===== config.mk =====
export PLATFORM = sky130hd
export DESIGN_NAME = wish_unpack
export DESIGN_NICKNAME = d
export VERILOG_FILES = /design/src/rtl/wish_pkg.sv /design/src/rtl/wish_unpack.sv
export SDC_FILE = /design/constraint.sdc
export NUM_CORES = 1
export LEC_CHECK = 0
export ABC_AREA = 1
export CAP_MARGIN = 30
export CORE_ASPECT_RATIO = 0.8
export CORE_MARGIN = 5
export CORE_UTILIZATION = 53
export DETAILED_ROUTE_END_ITERATION = 7
export PLACE_DENSITY = 0.85
export RECOVER_POWER = 50
export SKIP_LAST_GASP = 1
export SLEW_MARGIN = 40
export SYNTH_ARGS = -nofsm -noshare
export SYNTH_HDL_FRONTEND = slang
export SYNTH_SLANG_ARGS = --single-unit
export TNS_END_PERCENT = 20

===== constraint.sdc =====
create_clock -name clk_i -period 4.5 [get_ports clk_i]
set_input_delay 0.9 -clock clk_i [delete_from_list [all_inputs] [get_ports clk_i]]
set_output_delay 0.9 -clock clk_i [all_outputs]
set_load 0.1 [all_outputs]

===== src/rtl/wish_pkg.sv =====
// Shared definitions for the wish_* Wishbone stream stages: tag bit positions
// and an elaboration-time clog2 helper.
package wish_pkg;

    localparam int TGC_FIRST = 0;
    localparam int TGC_LAST  = 1;

    function automatic int clog2(input int value);
        int result;
        int rem;
        result = 0;
        rem    = value - 1;
        while (rem > 0) begin
            result++;
            rem = rem >> 1;
        end
        return result;
    endfunction

endpackage


===== src/rtl/wish_unpack.sv =====
// Wishbone stream width splitter: buffers one wide word and emits it as
// NUM_PACK narrow words, carrying first/last tags onto the edge slices.
module wish_unpack
    import wish_pkg::*;
#(
    parameter int DATA_WIDTH    = 8,
    parameter int NUM_PACK      = 4,
    parameter int TGC_WIDTH     = 2,
    parameter int LITTLE_ENDIAN = 0
) (
    input  logic                           clk_i,
    input  logic                           rst_ni,
    input  logic                           s_stb_i,
    input  logic                           s_cyc_i,
    input  logic [DATA_WIDTH*NUM_PACK-1:0] s_dat_i,
    input  logic [TGC_WIDTH-1:0]           s_tgc_i,
    output logic                           s_ack_o,
    output logic                           s_stall_o,
    output logic                           d_stb_o,
    output logic                           d_cyc_o,
    output logic [DATA_WIDTH-1:0]          d_dat_o,
    output logic [TGC_WIDTH-1:0]           d_tgc_o,
    input  logic                           d_ack_i
);

    localparam int WIDE_W = DATA_WIDTH * NUM_PACK;
    localparam int IDX_W  = (clog2(NUM_PACK) > 1) ? clog2(NUM_PACK) : 1;
    localparam logic [IDX_W-1:0] LAST_IDX = IDX_W'(NUM_PACK - 1);

    logic [WIDE_W-1:0]     buffer_q;
    logic [TGC_WIDTH-1:0]  tgc_q;
    logic                  full_q;
    logic [IDX_W-1:0]      idx_q;

    logic                  is_last;
    logic                  accept;
    logic                  xfer;
    logic [DATA_WIDTH-1:0] slice [NUM_PACK];

    assign is_last = (idx_q == LAST_IDX);
    assign xfer    = full_q & d_ack_i;

    // Stall drops in the cycle the final slice is acked, so the next wide
    // word loads with no idle cycle on the narrow side.
    assign s_stall_o = full_q & ~(d_ack_i & is_last);
    assign accept    = s_stb_i & s_cyc_i & ~s_stall_o;

    assign d_stb_o = full_q;
    assign d_cyc_o = full_q;

    // Slice i is the i-th narrow word in emission order.
    for (genvar i = 0; i < NUM_PACK; i++) begin : g_slice
        localparam int POS = (LITTLE_ENDIAN != 0) ? i : NUM_PACK - 1 - i;
        assign slice[i] = buffer_q[POS*DATA_WIDTH +: DATA_WIDTH];
    end

    // NOTE: every output of an always_comb gets a default first, so no path
    // leaves it unassigned and no latch is inferred.
    always_comb begin
        d_dat_o = '0;
        for (int i = 0; i < NUM_PACK; i++) begin
            if (idx_q == IDX_W'(i)) begin
                d_dat_o = slice[i];
            end
        end
    end

    // First tag only on slice 0, last tag only on the final slice; user tags
    // ride on every slice. Tags read zero while nothing is being emitted.
    always_comb begin
        d_tgc_o = '0;
        if (full_q) begin
            d_tgc_o            = tgc_q;
            d_tgc_o[TGC_FIRST] = tgc_q[TGC_FIRST] & (idx_q == '0);
            d_tgc_o[TGC_LAST]  = tgc_q[TGC_LAST] & is_last;
        end
    end

    // NOTE: state registers use non-blocking assignments so every flop samples
    // the pre-edge values, independent of statement order.
    always_ff @(posedge clk_i or negedge rst_ni) begin
        if (!rst_ni) begin
            // NOTE: the data buffer is reset too, so d_dat_o reads zero out of
            // reset instead of whatever the flops powered up with.
            buffer_q <= '0;
            tgc_q    <= '0;
            full_q   <= 1'b0;
            idx_q    <= '0;
            s_ack_o  <= 1'b0;
        end else begin
            s_ack_o <= accept;
            if (accept) begin
                buffer_q <= s_dat_i;
                tgc_q    <= s_tgc_i;
                full_q   <= 1'b1;
                idx_q    <= '0;
            end else if (xfer) begin
                if (is_last) begin
                    full_q <= 1'b0;
                    idx_q  <= '0;
                end else begin
                    idx_q <= idx_q + IDX_W'(1);
                end
            end
        end
    end

endmodule


---- Word-level counts from Yosys, hierarchy flattened ----
Index checks and enable logic that the tools add are counted.
word-level totals
  input bits .............................. 39
  flip-flop bits (word level) ............. 38
  logic and storage cells ................. 33
  output and inout port bits .............. 14
operators by class
  equality and inequality tests ........... 3
  reductions and logical operators ........ 4
  $add $sub $neg .......................... 1
  bitwise operators ....................... 9
  multiplexer cells ....................... 11
operators by type and width
  operator                                             number
  2-to-1 mux 8 bit                                     4
  2-to-1 mux 2 bit                                     4
  AND 1 bit                                            7
  equality test 2 bit, second input constant           2
  nonzero test 2 bit                                   2
  2-to-1 mux 1 bit                                     3
  adder 2 x 1 -> 2 bit, second input constant          1
  equality test 2 x 1 -> 1 bit, second input constant  1
  zero test 2 bit                                      1
  inverter 1 bit                                       2
  AND reduction 2 bit                                  1

---- Depth between registers and ports, before layout ----
  word-level depth ........................ 8
  mapped depth ............................ 8
  gate-level depth less buffers ........... 7

---- Worst setup path before layout ----
OpenSTA, ideal clock, no wires.
  path kind ............................... reg-to-output
  from .................................... register full_q (netlist: d_cyc_o)
  to ...................................... output port d_tgc_o[0]
  cell stages (with the launch flop) ...... 3
  data arrival time ....................... 2423 ps
  buffers on the path ..................... 0
  data required time ...................... 3600 ps
  slack ................................... 1177 ps
  path through ............................ dfrtp_1 > inv_1 > nor2_1
on the way
  cells in the longest elaborated chain, start to end .. 1
RTL lines
  what                    line               RTL
  from (decl)             wish_unpack.sv:32  logic full_q;
  from (signal assigned)  wish_unpack.sv:87  full_q <= 1'b0;
  from (signal assigned)  wish_unpack.sv:95  full_q <= 1'b1;
  from (signal assigned)  wish_unpack.sv:99  full_q <= 1'b0;
  2-to-1 mux 2 bit        wish_unpack.sv:72  if (full_q) begin
  to (decl)               wish_unpack.sv:22  output logic [TGC_WIDTH-1:0] d_tgc_o,
No other way between the ends.

---- Worst setup path in the final report ----
  from .................................... input port d_ack_i
  to ...................................... output port s_stall_o
on the way
  cells in the longest elaborated chain, start to end .. 3
RTL lines
  what            line               RTL
  from (decl)     wish_unpack.sv:23  input logic d_ack_i
  AND 1 bit       wish_unpack.sv:45  assign s_stall_o = full_q & ~(d_ack_i & is_last);
  inverter 1 bit  wish_unpack.sv:45
  AND 1 bit       wish_unpack.sv:45
  to (decl)       wish_unpack.sv:18  output logic s_stall_o,
No other way between the ends.

==> results_dict.tcl <==
set metrics [dict create \
    yosysSeqAreaShare 0.4543 \
    max-clock-path-buffers 2 \
    setup_viol 0 \
    final_cells 351 \
    clkLatencyLatePin_ns 0.28 \
    regArea_um2 950.9 \
    end_kind "primary output" \
    finalCritPeriodShare 0.6656 \
    core-area_um2 3804 \
    cts_resized 0 \
    synth_top_area_frac 0.4543 \
    layout_commonest_cell "nand2_1" \
    avgSynthCellArea_um2 8.340 \
    syn-num-nets 294 \
    antenna_cells 0 \
    multiInputGateArea_um2 810.8 \
    hold_slack_ns 0.4851 \
    die_width_um 80.27 \
    gp_congestion 0.8376 \
    drt_first_pass_iters 4 \
    synthToLayoutAreaGrowth_pct 24.03 \
    fp.dieArea_um2 5314 \
    antenna_found_initial 0 \
    h-tree-depth 2 \
    grt_overflow 0 \
    rows 20 \
    drc 0 \
    ys_ff_latch 38 \
    status "complete, but fails checks" \
    layout_common_cells "nand2_1, inv_1, dfrtp_1" \
    yosys.area_share.simple 0.1901 \
    violations "max-capacitance violations, max-slew violations" \
    netlist_instances 251 \
    crit_type "in2out" \
    drt_wl_total_mm 4.045 \
    synth.largest_area_cell "dfrtp_1" \
    clk_pin_slew_ns 0.07 \
    initial_utilization 0.5503 \
    min_period_ns 2.995 \
    synth_compound_area_frac 0.1805 \
    relSlewSlack -0.3029 \
    hold_path_class "reg2reg" \
    grt_pass1_wl_mm 6.423 \
    dpl_worst_slack_ns 1.717 \
    yosys_warnings 0 \
    cts_hold_buf 0 \
    nets 339 \
    io-pin-count 53 \
    grt_max_degree 72 \
    ys_types 16 \
    wl_per_cell_um 11.52 \
    synth_top_family_by_area "simple AND/OR/NAND/NOR gates" \
    crit_fanout 3 \
    grt_pass1_vias 1463 \
    via_per_inst 4.527 \
    cts_tree "built" \
    fin_tns_setup_ns 0 \
    worst_slack_ns 1.505 \
    drv_slew 39 \
    cp-start-kind "input port" \
    synth_xor_xnor_area_share 0 \
    fmax_ghz 0.3339 \
    first_iter_violations 69 \
    post_cts_buffers 0 \
    drv_cap 1 \
    portBuffers 52 \
    synthAdderAreaFrac 0.02391 \
    arrival_ns 2.10 \
    worst_ep_required_time_ns 3.60 \
    die_h_um 66.21 \
    fill_cells 343 \
    cts_made_buffers 5 \
    synth.area.top_cells "dfrtp_1, o21ai_2, nand2_1" \
    worst_slew_pin_slew_ns 1.954 \
    vias 1589 \
    hold_violations 0 \
    ant_nets 0 \
    synthesis.area_um2 2093 \
    rsz0062_at_grt "no" \
    synthMuxAreaShare 0 \
    cts.sinks 38 \
    drive_gt1_frac 0.1892 \
    hpwl_mm 3.021 \
    grt_usage 0.1588 \
    clock-root-buffer "clkbuf_8" \
    clock-skew-final_ns 0.002697 \
    dp.cells 344 \
]
Yosys cell counts (all sizes together):
cell,count
a21oi,16
buf,12
clkbuf,2
dfrtp,38
ha,4
inv,52
nand2,82
nand3,8
nor2,3
o21ai,34
per-layer routing:
metal	up-vias	routed length (µm)	GRT usage
li1	836	-	-
met1	696	1882	0.2103
met2	50	1814	0.2438
met3	7	303	0.05450
met4	0	44	0.05063
met5	-	0	0
cell families after synthesis:
group	after synthesis
adders and majority gates	4
buffers and inverters	66
DFF	38
and+or+nand+nor	93
AOI/OAI and AO/OA	50
sequential cells by signal (all words and copies together), names as in the netlist:
register / cells
idx_q: 2
s_ack_o: 1
buffer_q: 32
tgc_q: 2
d_cyc_o: 1
metrics by stage:
| stage | utilization | cell area (µm²) |
|---|---|---|
| finish | 0.6826 | 2596 |
| global route | 0.6826 | 2596 |
| CTS | 0.6872 | 2614 |
| detailed placement | 0.6576 | 2501 |
| global placement | 0.6681 | 2541 |
| floorplan | - | 2093 |
critical path, stage by stage:
cell and delay, ns:
dlygate4sd3_1 0.59, nand2_4 0.08, nand2_1 0.15, inv_1 0.09, buf_4 0.28
worst paths after layout:
| path | start | endpoint | slack [ns] | cells past startpoint |
|---|---|---|---|---|
| worst max-delay path | d_ack_i | s_stall_o | 1.50 | 5 |
| worst min-delay path | buffer_q[6] | buffer_q[6] | 0.49 | 2 |
| worst max register to register | idx_q[0] | buffer_q[21] | 2.45 | 6 |
| worst min register to register | buffer_q[6] | buffer_q[6] | 0.49 | 2 |
| max in group asynchronous | rst_ni | buffer_q[16] | 2.22 | 1 |
| min in group asynchronous | rst_ni | buffer_q[3] | 1.15 | 1 |
area by class of cell:
type,count,area share
sequential,38,0.3663
multi-input combinational,147,0.3123
timing repair buffer,52,0.1764
inverter,52,0.07518
clock buffer,6,0.03181
tap,55,0.02651
clock inverter,1,0.01157
Power is left out: the tool's default activity adds up to more than one toggle a clock period on the data nets, which glitch-free logic cannot reach.
